## src/rtl/traffic_pkg.sv

```systemverilog
// Shared types and constants for the intersection phase sequencer.
package traffic_pkg;

    localparam int unsigned STATE_W = 3;
    localparam int unsigned LAMP_W  = 3;
    localparam int unsigned CNT_W   = 8;

    // Phase encoding; the numeric values are visible on the phase output.
    typedef enum logic [STATE_W-1:0] {
        MAIN_GREEN  = 3'd0,
        MAIN_YELLOW = 3'd1,
        ALL_RED_A   = 3'd2,
        SIDE_GREEN  = 3'd3,
        SIDE_YELLOW = 3'd4,
        ALL_RED_B   = 3'd5,
        FLASH       = 3'd6
    } state_e;

    // Lamp words are {red, yellow, green}.
    localparam logic [LAMP_W-1:0] LAMP_RED = 3'b100;
    localparam logic [LAMP_W-1:0] LAMP_YEL = 3'b010;
    localparam logic [LAMP_W-1:0] LAMP_GRN = 3'b001;
    localparam logic [LAMP_W-1:0] LAMP_OFF = 3'b000;

endpackage

```

## src/rtl/traffic_light_fsm_phase_timer.sv

```systemverilog
// Loadable down-counter advanced by the 1 Hz tick; holds at zero.
module phase_timer #(
    parameter int unsigned CNT_W   = 8,
    parameter logic [CNT_W-1:0] RST_VAL = '0
) (
    input  logic             clock,
    input  logic             reset_n,
    input  logic             tick_i,
    input  logic             load_i,
    input  logic [CNT_W-1:0] load_val_i,
    output logic [CNT_W-1:0] cnt_o,
    output logic             done_c
);

    logic [CNT_W-1:0] cnt_q;
    logic [CNT_W-1:0] cnt_d;

    // Load wins over counting; a zero count is held until reloaded.
    always_comb begin
        cnt_d = cnt_q;
        if (load_i) begin
            cnt_d = load_val_i;
        end else if (tick_i && (cnt_q != '0)) begin
            cnt_d = cnt_q - CNT_W'(1);
        end
    end

    // Count register.
    always_ff @(posedge clock or negedge reset_n) begin
        if (!reset_n) begin
            cnt_q <= RST_VAL;
        end else begin
            cnt_q <= cnt_d;
        end
    end

    assign cnt_o  = cnt_q;
    assign done_c = (cnt_q == '0);

endmodule

```

## src/rtl/traffic_light_fsm.sv

```systemverilog
// Two-road intersection phase sequencer with pedestrian walk and night flash.
module traffic_light_fsm
    import traffic_pkg::*;
#(
    parameter int unsigned GREEN_MAIN_MIN = 10,
    parameter int unsigned GREEN_SIDE     = 8,
    parameter int unsigned YELLOW         = 3,
    parameter int unsigned ALL_RED        = 1
) (
    input  logic               clock,
    input  logic               reset_n,
    input  logic               tick,
    input  logic               side_sensor,
    input  logic               ped_button,
    input  logic               night_flash,
    output logic [LAMP_W-1:0]  main_lights,
    output logic [LAMP_W-1:0]  side_lights,
    output logic               walk,
    output logic [STATE_W-1:0] phase,
    output logic [CNT_W-1:0]   sec_remaining
);

    localparam logic [CNT_W-1:0] LD_GREEN_MAIN = CNT_W'(GREEN_MAIN_MIN - 1);
    localparam logic [CNT_W-1:0] LD_GREEN_SIDE = CNT_W'(GREEN_SIDE - 1);
    localparam logic [CNT_W-1:0] LD_YELLOW     = CNT_W'(YELLOW - 1);
    localparam logic [CNT_W-1:0] LD_ALL_RED    = CNT_W'(ALL_RED - 1);

    state_e            state_q, state_d;
    logic              side_req_q, side_req_d;
    logic              flash_on_q, flash_on_d;
    logic [LAMP_W-1:0] main_q, main_d;
    logic [LAMP_W-1:0] side_q, side_d;
    logic              walk_q, walk_d;

    logic              load;
    logic [CNT_W-1:0]  load_val;
    logic              done_c;
    logic [CNT_W-1:0]  cnt;

    // Value loaded into the timer on entry to a phase; FLASH keeps it at zero.
    function automatic logic [CNT_W-1:0] entry_load(input state_e s);
        case (s)
            MAIN_GREEN:  return LD_GREEN_MAIN;
            MAIN_YELLOW: return LD_YELLOW;
            SIDE_GREEN:  return LD_GREEN_SIDE;
            SIDE_YELLOW: return LD_YELLOW;
            ALL_RED_A:   return LD_ALL_RED;
            ALL_RED_B:   return LD_ALL_RED;
            default:     return '0;
        endcase
    endfunction

    phase_timer #(
        .CNT_W   (CNT_W),
        .RST_VAL (LD_ALL_RED)
    ) u_timer (
        .clock      (clock),
        .reset_n    (reset_n),
        .tick_i     (tick),
        .load_i     (load),
        .load_val_i (load_val),
        .cnt_o      (cnt),
        .done_c     (done_c)
    );

    // Next phase, timer load, flash toggle, request latch and next lamp word.
    always_comb begin
        state_d    = state_q;
        flash_on_d = flash_on_q;
        load       = 1'b0;
        load_val   = '0;
        main_d     = LAMP_RED;
        side_d     = LAMP_RED;
        walk_d     = 1'b0;

        if (tick) begin
            case (state_q)
                MAIN_GREEN:  if (done_c && (side_req_q || night_flash)) state_d = MAIN_YELLOW;
                MAIN_YELLOW: if (done_c) state_d = ALL_RED_A;
                ALL_RED_A:   if (done_c) state_d = night_flash ? FLASH : SIDE_GREEN;
                SIDE_GREEN:  if (done_c) state_d = SIDE_YELLOW;
                SIDE_YELLOW: if (done_c) state_d = ALL_RED_B;
                ALL_RED_B:   if (done_c) state_d = night_flash ? FLASH : MAIN_GREEN;
                FLASH: begin
                    if (!night_flash) begin
                        state_d = ALL_RED_B;
                    end else begin
                        flash_on_d = ~flash_on_q;
                    end
                end
                default:     state_d = ALL_RED_B;
            endcase
        end

        if (state_d != state_q) begin
            load     = 1'b1;
            load_val = entry_load(state_d);
            if (state_d == FLASH) begin
                flash_on_d = 1'b1;
            end
        end

        // The request being served is dropped as side green starts.
        if ((state_d == SIDE_GREEN) && (state_q != SIDE_GREEN)) begin
            side_req_d = 1'b0;
        end else begin
            side_req_d = side_req_q | side_sensor | ped_button;
        end

        case (state_d)
            MAIN_GREEN:  main_d = LAMP_GRN;
            MAIN_YELLOW: main_d = LAMP_YEL;
            SIDE_GREEN: begin
                side_d = LAMP_GRN;
                walk_d = 1'b1;
            end
            SIDE_YELLOW: side_d = LAMP_YEL;
            FLASH: begin
                main_d = flash_on_d ? LAMP_YEL : LAMP_OFF;
                side_d = flash_on_d ? LAMP_RED : LAMP_OFF;
            end
            default: ;
        endcase
    end

    // State, request latch and registered lamp outputs.
    always_ff @(posedge clock or negedge reset_n) begin
        if (!reset_n) begin
            state_q    <= ALL_RED_B;
            side_req_q <= 1'b0;
            flash_on_q <= 1'b1;
            main_q     <= LAMP_RED;
            side_q     <= LAMP_RED;
            walk_q     <= 1'b0;
        end else begin
            state_q    <= state_d;
            side_req_q <= side_req_d;
            flash_on_q <= flash_on_d;
            main_q     <= main_d;
            side_q     <= side_d;
            walk_q     <= walk_d;
        end
    end

    assign main_lights   = main_q;
    assign side_lights   = side_q;
    assign walk          = walk_q;
    assign phase         = state_q;
    assign sec_remaining = cnt;

endmodule

```

## config.mk

```make
export PLATFORM = sky130hd
export DESIGN_NAME = traffic_light_fsm
export DESIGN_NICKNAME = d
export VERILOG_FILES = /design/src/rtl/traffic_pkg.sv /design/src/rtl/traffic_light_fsm_phase_timer.sv /design/src/rtl/traffic_light_fsm.sv
export SDC_FILE = /design/constraint.sdc
export NUM_CORES = 1
export LEC_CHECK = 0
export CAP_MARGIN = 15
export CORE_ASPECT_RATIO = 1.25
export CORE_MARGIN = 5
export CORE_UTILIZATION = 35
export DETAILED_ROUTE_END_ITERATION = 8
export PLACE_DENSITY = 0.69
export SLEW_MARGIN = 30
export SYNTH_ARGS = -nofsm -noshare
export SYNTH_HDL_FRONTEND = slang
export SYNTH_SLANG_ARGS = --single-unit
```

## constraint.sdc

```tcl
create_clock -name clock -period 3.5 [get_ports clock]
set_input_delay 0.7 -clock clock [delete_from_list [all_inputs] [get_ports clock]]
set_output_delay 0.7 -clock clock [all_outputs]
set_load 0.02 [all_outputs]
```

==> flow_summary.yaml, run 1 <==
status:
  status: "finished clean"
route:
  wl_um: 2510
  wl_per_cell_um: 14.8
  drcViolationCount: 0
  detail-route-antenna-nets: 0
  initialDrtViolationCount: 22
  via_per_inst: 5.49
  first_pass_iters: 4
  vias: 934
finish:
  drive_gt1_share_pct: 11.9
  area_delta_synth_final_pct: 25.1
  instances_no_fill: 170
  nets: 143
  fillCellCount: 289
  diodes: 0
worst_hold_path:
  hp-class: "reg2reg"
  holdPathEnd: "side_req_q$_DFF_PN0_"
  hold_depth: 2
  hold_start: "side_req_q$_DFF_PN0_"
floorplanning:
  die_w_um: 60.3
  core-area_sq_um: 3000
  ios: 24
  die_y_um: 72.9
  dieArea_sq_um: 4400
  rows: 22
  initial_core_util_pct: 36.9
sta:
  finalWorstSetupSlack_ns: 0.766
  worstMarginPinSlew_ns: 0.843
  min_period_ns: 2.73
  finalClockSkew_ns: 0.00640
  timing.setup.tns_ns: 0
  rsz0062_at_grt: "false"
  hold_violations: 0
  setup_viol: 0
  drv_slew: 0
  fmax_ghz: 0.366
  slew_headroom_pct: 43.6
  period_share_pct: 78.1
cts:
  clock_path_buffers: 2
  tritoncts: "yes"
  clock-sinks: 19
  post_cts_buffers: 0
  holdBufCountCts: 0
  h-tree-depth: 1
  cts_resized: 0
  clock-root-buffer: "clkbuf_4"
  cts_made_buffers: 3
  insertion_delay_ns: 0.30
  path_clk_slew_ns: 0.11
grt:
  grt.overflow.total: 0
  grt_util_met1_pct: 15.9
  grtUsageMet3_pct: 2.30
  grtUsageTotal_pct: 12.4
  use_met2_pct: 20.1
  grt_pass1_vias: 908
  grt_pass1_wl_um: 4150
  grt_busiest_layer: "met2"
  grt_max_degree: 20
  antenna_found_initial: 0
flow_run:
  maxCapViolCount: 0
place:
  gp_congestion: 0.772
  place_ws_ns: 0.466
  place.port_buffers: 23
  dp_cells: 166
  hpwl_um: 1930
synth:
  syn_area_sq_um: 1110
  postSynthCellCount: 112
  ys_top_cells_by_area: "dfrtp_1 32%, dfstp_2 12%, xor2_1 4.7%, o21ai_0 3.2%, nand2b_1 2.8%"
  ys_async_sr_fraction_pct: 100
  synth_seq_area_share_pct: 43.5
  synth_nets: 120
  yosys_warnings: 0
  yosysTopAreaCellShare_pct: 31.6
  synth.most_common_cell: "dfrtp_1"
  synth_ff_type: "dfrtp_1"
  synth_top_area_cell: "dfrtp_1"
  synth.avg_cell_area_sq_um: 9.89
  synth_edf_count: 0
  synth-seq-cells: 19
  yosysUniqueCellTypes: 45
  yosys-top-cells-count: "14 x dfrtp_1, 8 x nor2_1, 7 x inv_1, 7 x o21ai_0"
power_and_ir_drop:
  p_leak_nw: 0.553
  p_per_area_nw_per_um2: 891
  peakVddDrop_mv: 0.470
setup_path:
  cp_max_fo: 7
  cp.arrival_ns: 2.96
  r2r_slack_ns: 0.95
  worstSetupPathType: "in2reg"
  crit_required_ns: 3.73
  endpoint_kind: "flip-flop"
  worst-r2r-cell-count: 7
  r2r-end: "main_lights[2]$_DFF_PN1_"
  r2r-start: "u_timer.cnt_o[0]$_DFFE_PN0P_"
  cp-start-kind: "primary input"
-- worst max path at each step --
stage / startpoint / to / slack (ns) / depth (start not counted)
floorplan: u_timer.cnt_o[0]$_DFFE_PN0P_ / main_lights[2]$_DFF_PN1_ / 1.15 / 7
global placement: tick / u_timer.cnt_o[2]$_DFFE_PN0P_ / 0.53 / 7
detailed placement: tick / main_lights[1]$_DFF_PN0_ / 0.47 / 6
CTS: tick / main_lights[1]$_DFF_PN0_ / 0.77 / 6
global route: tick / u_timer.cnt_o[2]$_DFFE_PN0P_ / 0.64 / 7
finish: tick / u_timer.cnt_o[2]$_DFFE_PN0P_ / 0.77 / 7
-- report_power, final --
group	switching [mW]	internal (mW)	leakage, nW
clock	0.0692	0.0426	0.0177
combinational	0.376	0.314	0.307
sequential	0.104	0.327	0.228
total	0.550	0.684	0.553
-- placed cells by master (no fill, tap or decap), types with 2 or more instances in the layout --
master and count:
nor2_1 8, o22ai_1 2, or3_1 2, xor2_1 6, nor4b_1 2, clkbuf_4 3
nor3_1 6, clkdlybuf4s50_1 23, a21oi_1 3, nand2_1 4, dfrtp_1 14, ha_1 2
nand2b_1 5, dfstp_2 5, o2111ai_1 2, nand3b_1 2, o21ai_0 7, o21a_1 2
xnor2_1 3, inv_1 7, or4bb_1 2
-- layout make-up --
| cell class | count | area (sq um) | area share (%) |
|---|---|---|---|
| multi-input cells | 80 | 571 | 41.2 |
| flip-flops and latches | 19 | 482 | 34.8 |
| repair buffers | 23 | 230 | 16.6 |
| well taps | 36 | 45.0 | 3.25 |
| inverters | 8 | 30.0 | 2.17 |
| clock buffers | 3 | 22.5 | 1.63 |
| clock inverters | 1 | 5.00 | 0.361 |
-- critical path, cell delays in order --
cell and delay [ns]:
clkdlybuf4s50_1 0.58, or4bb_1 0.58, nor2_1 0.27, a31o_2 0.27, inv_2 0.09, nor3_2 0.30, o2bb2ai_1 0.17
-- metrics by stage --
stage / power [mW] / hold slack (ns) / instance area [sq um] / utilization, %
after CTS: 1.24 / 0.567 / 1390 / 46.2
final: 1.23 / 0.563 / 1390 / 46.2
after global placement: 1.11 / 0.531 / 1360 / 45.2
after floorplan: 0.867 / 0.404 / 1110 / -
after global routing: 1.32 / 0.589 / 1390 / 46.2
after detailed placement: 1.13 / 0.543 / 1360 / 45.2
-- state kept, by name, indices dropped and copies added, names as in the netlist --
name	cells
walk	1
u_timer.cnt_o	8
flash_on_q	1
side_req_q	1
phase	3
side_lights	2
main_lights	3
-- kinds of logic after synthesis --
kind of cell	count (synthesis)	synth area share, %
buf+inv	13	4.97
compound gates	29	20.2
fa+ha+maj	2	2.26
xor+xnor	9	7.12
simple gates	40	21.9
flops	19	43.5
-- per-layer routing --
metal	vias up	wire, um	part of all wire, %
met5	-	0	0
met2	23	1250	50
li1	449	-	-
met1	457	1140	45
met3	5	76	3.0
met4	0	44	1.8
(Power assumes the default switching activity.)
==> inputs of run 2 (changes only) <==
PLACE_DENSITY = 0.71   (was 0.69)
clock period = 2.37 ns   (was 3.5 ns; I/O delays follow)
==> run 2 against run 1 <==
Register-to-register slack got worse by 0.83 ns. Global-route usage rose by 2.2 points. Worst hold slack got worse by 0.085 ns. Flip-flop and latch count did not move. Non-clock buffer count rose by 25. Worst setup slack got worse by 0.65 ns. Combinational power rose by 100%. Via count rose by 9.4%. First-iteration DRC count rose by 82%. Clock skew fell by 0.0017 ns. Final cell count rose by 15%. Critical path type is now reg2reg. Critical endpoint is now main_lights[2]$_DFF_PN1_. Highest routed layer unchanged.
==> flow_summary.yaml, run 2 (same netlist as run 1, synthesis figures left out) <==
finish:
  nets: 168
  largest_reg_flops: 8
  diodes: 0
  area_delta_synth_final_pct: 46.6
  final_common_cell: "buf_4"
  drive_gt1_share_pct: 31.4
  fillCellCount: 269
  final_cell_mix: "24 x buf_4, 23 x clkdlybuf4s50_1, 14 x dfrtp_1"
cts:
  insertion_delay_ns: 0.31
  path_clk_slew_ns: 0.11
  clock-sinks: 19
  holdBufCountCts: 0
  tritoncts: "yes"
  clock-root-buffer: "clkbuf_4"
  clock_path_buffers: 2
  h-tree-depth: 1
  cts_made_buffers: 3
setup_path:
  crit_required_ns: 2.62
  endpoint_kind: "flip-flop"
  cp_max_fo: 8
  cp.arrival_ns: 2.51
  cp-start-kind: "flip-flop"
  worstSetupPathType: "reg2reg"
sta:
  setup_viol: 0
  min_period_ns: 2.25
  drv_slew: 0
  period_share_pct: 95.1
  fmax_ghz: 0.444
  slew_headroom_pct: 66.9
  finalClockSkew_ns: 0.00469
  worstMarginPinSlew_ns: 0.494
  hold_violations: 0
  finalWorstSetupSlack_ns: 0.117
  rsz0062_at_grt: "false"
route:
  wl_per_cell_um: 14.5
  initialDrtViolationCount: 40
  wl_um: 2830
  drcViolationCount: 0
  via_per_inst: 5.24
  first_pass_iters: 4
  vias: 1022
  detail-route-antenna-nets: 0
floorplanning:
  ios: 24
  core-area_sq_um: 3000
  initial_core_util_pct: 36.9
  die_w_um: 60.3
  die_y_um: 72.9
  dieArea_sq_um: 4400
  rows: 22
worst_hold_path:
  hp-class: "in2async"
power_and_ir_drop:
  p_per_area_nw_per_um2: 1330
  finalPower_mw: 2.16
  p_leak_nw: 0.683
  peakVddDrop_mv: 0.720
flow_run:
  maxCapViolCount: 0
place:
  gp_congestion: 0.853
  place_ws_ns: -0.232
  place.port_buffers: 23
  hpwl_um: 2140
grt:
  antenna_found_initial: 0
  grt_pass1_wl_um: 4780
  grt.overflow.total: 0
  grt_max_degree: 20
  grt_pass1_vias: 1060
  grtUsageTotal_pct: 14.6
status:
  status: "finished clean"
[run 2: cell types whose count changed in the layout (fill, tap and decap cells not counted), sizes merged]
cell  delta
buf     +25
[run 2: worst paths after layout]
check	start	to	slack, ns	depth (start not counted)
min in group clock	side_req_q$_DFF_PN0_	side_req_q$_DFF_PN0_	0.55	2
worst max register to register	u_timer.cnt_o[5]$_DFFE_PN0P_	main_lights[2]$_DFF_PN1_	0.12	6
worst min-delay path	reset_n	u_timer.cnt_o[0]$_DFFE_PN0P_	0.48	2
max in group asynchronous	reset_n	flash_on_q$_DFF_PN1_	1.63	2
worst max-delay path	u_timer.cnt_o[5]$_DFFE_PN0P_	main_lights[2]$_DFF_PN1_	0.12	6
worst min register to register	side_req_q$_DFF_PN0_	side_req_q$_DFF_PN0_	0.55	2
[run 2: final cells by class]
class                           count  area [sq um]  share of cell area [%]
Sequential cell                    19           482                    29.7
Timing Repair Buffer               48           422                    26.0
Multi-Input combinational cell     80           617                    38.0
Clock buffer                        3          22.5                    1.39
Inverter                            8          30.0                    1.85
Tap cell                           36          45.0                    2.78
Clock inverter                      1          5.00                   0.308
[run 2: repair_timing]
action / 4_1_cts / 5_1_grt
buffers inserted: 1 / 0
pin swaps: 1 / 1
resized for setup: 3 / 12
setup endpoints to repair: 5 / 14
[run 2: stage by stage]
step / util, % / TNS, ns / hold WS, ns / cells / area [sq um]
floorplan: - / 0 / 0.178 / 112 / 1110
global placement: 51.3 / -1.95 / 0.516 / 190 / 1540
detailed placement: 51.3 / -2.56 / 0.530 / 190 / 1540
CTS: 52.8 / 0 / 0.479 / 195 / 1590
global route: 54.1 / 0 / 0.523 / 195 / 1620
finish: 54.1 / 0 / 0.478 / 195 / 1620
[run 2: worst max-delay path, cell delays in order, from the launching register on]
cell	delay [ns]
dfrtp_1	0.39
or4_1	0.63
or3_4	0.43
a221oi_4	0.24
buf_6	0.17
nand3b_1	0.16
a21boi_2	0.17
[run 2: per-layer routing]
layer	vias up	routed length, um	track usage, %
met1	492	1130	17.3
met4	0	72	7.14
met2	22	1520	24.8
met5	-	0	0
met3	7	94	2.83
li1	501	-	-
[run 2: where the power goes]
part	internal (mW)	switching, mW
registers	0.483	0.115
logic	0.700	0.693
clock network	0.0633	0.105
==> inputs of run 3 (changes only) <==
SKIP_CTS_REPAIR_TIMING = 1   (was unset)
==> run 3 against run 2 <==
Clock power barely moved. Die area unchanged. Sequential power hardly changed. Design area is the same. Routed wire length is 0.53% higher. Critical endpoint unchanged. First-iteration DRC count is 13% lower. Worst setup slack got worse by 0.029 ns.
==> flow_summary.yaml, run 3 (same netlist as run 1, synthesis figures left out) <==
status:
  status: "finished clean"
sta:
  timing.setup.tns_ns: 0
  drv_slew: 0
  finalClockSkew_ns: 0.00373
  slew_headroom_pct: 66.0
  whs_ns: 0.478
  hold_violations: 0
  worstMarginPinSlew_ns: 0.508
  min_period_ns: 2.28
  period_share_pct: 96.3
  fmax_ghz: 0.438
  setup_viol: 0
flow_run:
  maxCapViolCount: 0
route:
  detail-route-antenna-nets: 0
  wl_per_cell_um: 14.6
  initialDrtViolationCount: 35
  first_pass_iters: 4
  via_per_inst: 5.24
  wl_um: 2840
  drcViolationCount: 0
  vias: 1022
setup_path:
  cp_max_fo: 8
  r2r_slack_ns: 0.09
  crit_required_ns: 2.62
  critical_path.startpoint: "u_timer.cnt_o[1]$_DFFE_PN0P_"
  r2r-start: "u_timer.cnt_o[1]$_DFFE_PN0P_"
  cp.arrival_ns: 2.54
  critPathCapture: "main_lights[2]$_DFF_PN1_"
  worstSetupPathType: "reg2reg"
  worst-r2r-cell-count: 8
  cp-start-kind: "flip-flop"
  r2r-end: "main_lights[2]$_DFF_PN1_"
  endpoint_kind: "flip-flop"
power_and_ir_drop:
  p_leak_nw: 0.685
  p_int_mw: 1.24
  p_sw_mw: 0.910
  p_per_area_nw_per_um2: 1330
  p_comb_share_pct: 64.6
  pwr-share-clk_pct: 7.8
  sw_frac_of_total_pct: 42.2
  seq_power_share_pct: 27.7
  peakVddDrop_mv: 0.715
worst_hold_path:
  hp-class: "in2async"
floorplanning:
  rows: 22
  die_w_um: 60.3
  ios: 24
  dieArea_sq_um: 4400
  core-area_sq_um: 3000
  die_y_um: 72.9
  initial_core_util_pct: 36.9
finish:
  fillCellCount: 267
  final_cell_mix: "24 x buf_4, 23 x clkdlybuf4s50_1, 14 x dfrtp_1"
  final_common_cell: "buf_4"
  area_delta_synth_final_pct: 46.6
  nets: 168
  multiInputGateArea_sq_um: 617
  drive_gt1_share_pct: 30.2
  largest_reg_flops: 8
  regArea_sq_um: 482
  diodes: 0
grt:
  grt_pass1_vias: 1021
  antenna_found_initial: 0
  grt.overflow.total: 0
  grtUsageTotal_pct: 14.4
  grt_max_degree: 20
  grt_pass1_wl_um: 4710
place:
  gp_congestion: 0.853
  place.port_buffers: 23
  hpwl_um: 2140
cts:
  clock_path_buffers: 2
  clock-sinks: 19
  insertion_delay_ns: 0.31
  clock-root-buffer: "clkbuf_4"
  h-tree-depth: 1
  path_clk_slew_ns: 0.11
  tritoncts: "yes"
  cts_made_buffers: 3
-- run 3: cell counts in the layout (fill, tap and decap cells not counted) --
Identical to the previous run, type by type.
-- run 3: routing by layer --
layer  vias up  GRT usage (%)  part of all wire, %
met4         0           6.65                  2.2
met3         5           2.12                  4.1
met1       489           18.2                   40
met2        28           23.8                   54
met5         -              0                    0
li1        500              -                    -
-- run 3: critical path, stage by stage, from the launching register on --
cell,delay (ns)
dfrtp_1,0.39
inv_1,0.13
ha_4,0.15
or3b_2,0.45
or3_4,0.36
a221oi_4,0.24
buf_6,0.17
nand3b_1,0.16
a21boi_2,0.17
-- run 3: power by group through the flow --
stage | logic (mW) | registers (mW) | clock network [mW]
2_1_floorplan | 0.541 | 0.739 | 0
3_3_place_gp | 1.28 | 0.595 | 0
3_5_place_dp | 1.30 | 0.601 | 0
4_1_cts | 1.32 | 0.595 | 0.175
5_1_grt | 1.51 | 0.618 | 0.184
6_report | 1.39 | 0.596 | 0.168
-- run 3: area by class of cell --
cell class	count	area share, %
clock buffers	3	1.39
multi-input cells	80	38.0
flip-flops and latches	19	29.7
clock inverters	1	0.308
repair buffers	48	26.0
inverters	8	1.85
well taps	36	2.78
-- run 3: worst min-delay path by stage --
stage | slack [ns] | endpoint
global placement | 0.52 | side_req_q$_DFF_PN0_
floorplan | 0.18 | main_lights[0]$_DFF_PN0_
detailed placement | 0.53 | side_req_q$_DFF_PN0_
global route | 0.52 | main_lights[0]$_DFF_PN0_
finish | 0.48 | u_timer.cnt_o[1]$_DFFE_PN0P_
CTS | 0.48 | u_timer.cnt_o[0]$_DFFE_PN0P_
-- run 3: metrics by stage --
stage	utilization, %	cell area [sq um]	std cells	setup slack, ns	total power [mW]
after floorplan	-	1110	112	0.0200	1.28
after global placement	51.3	1540	190	-0.205	1.88
after detailed placement	51.3	1540	190	-0.232	1.90
after CTS	52.2	1570	194	-0.0469	2.09
after global routing	54.1	1620	195	-0.0126	2.32
final	54.1	1620	195	0.0874	2.15
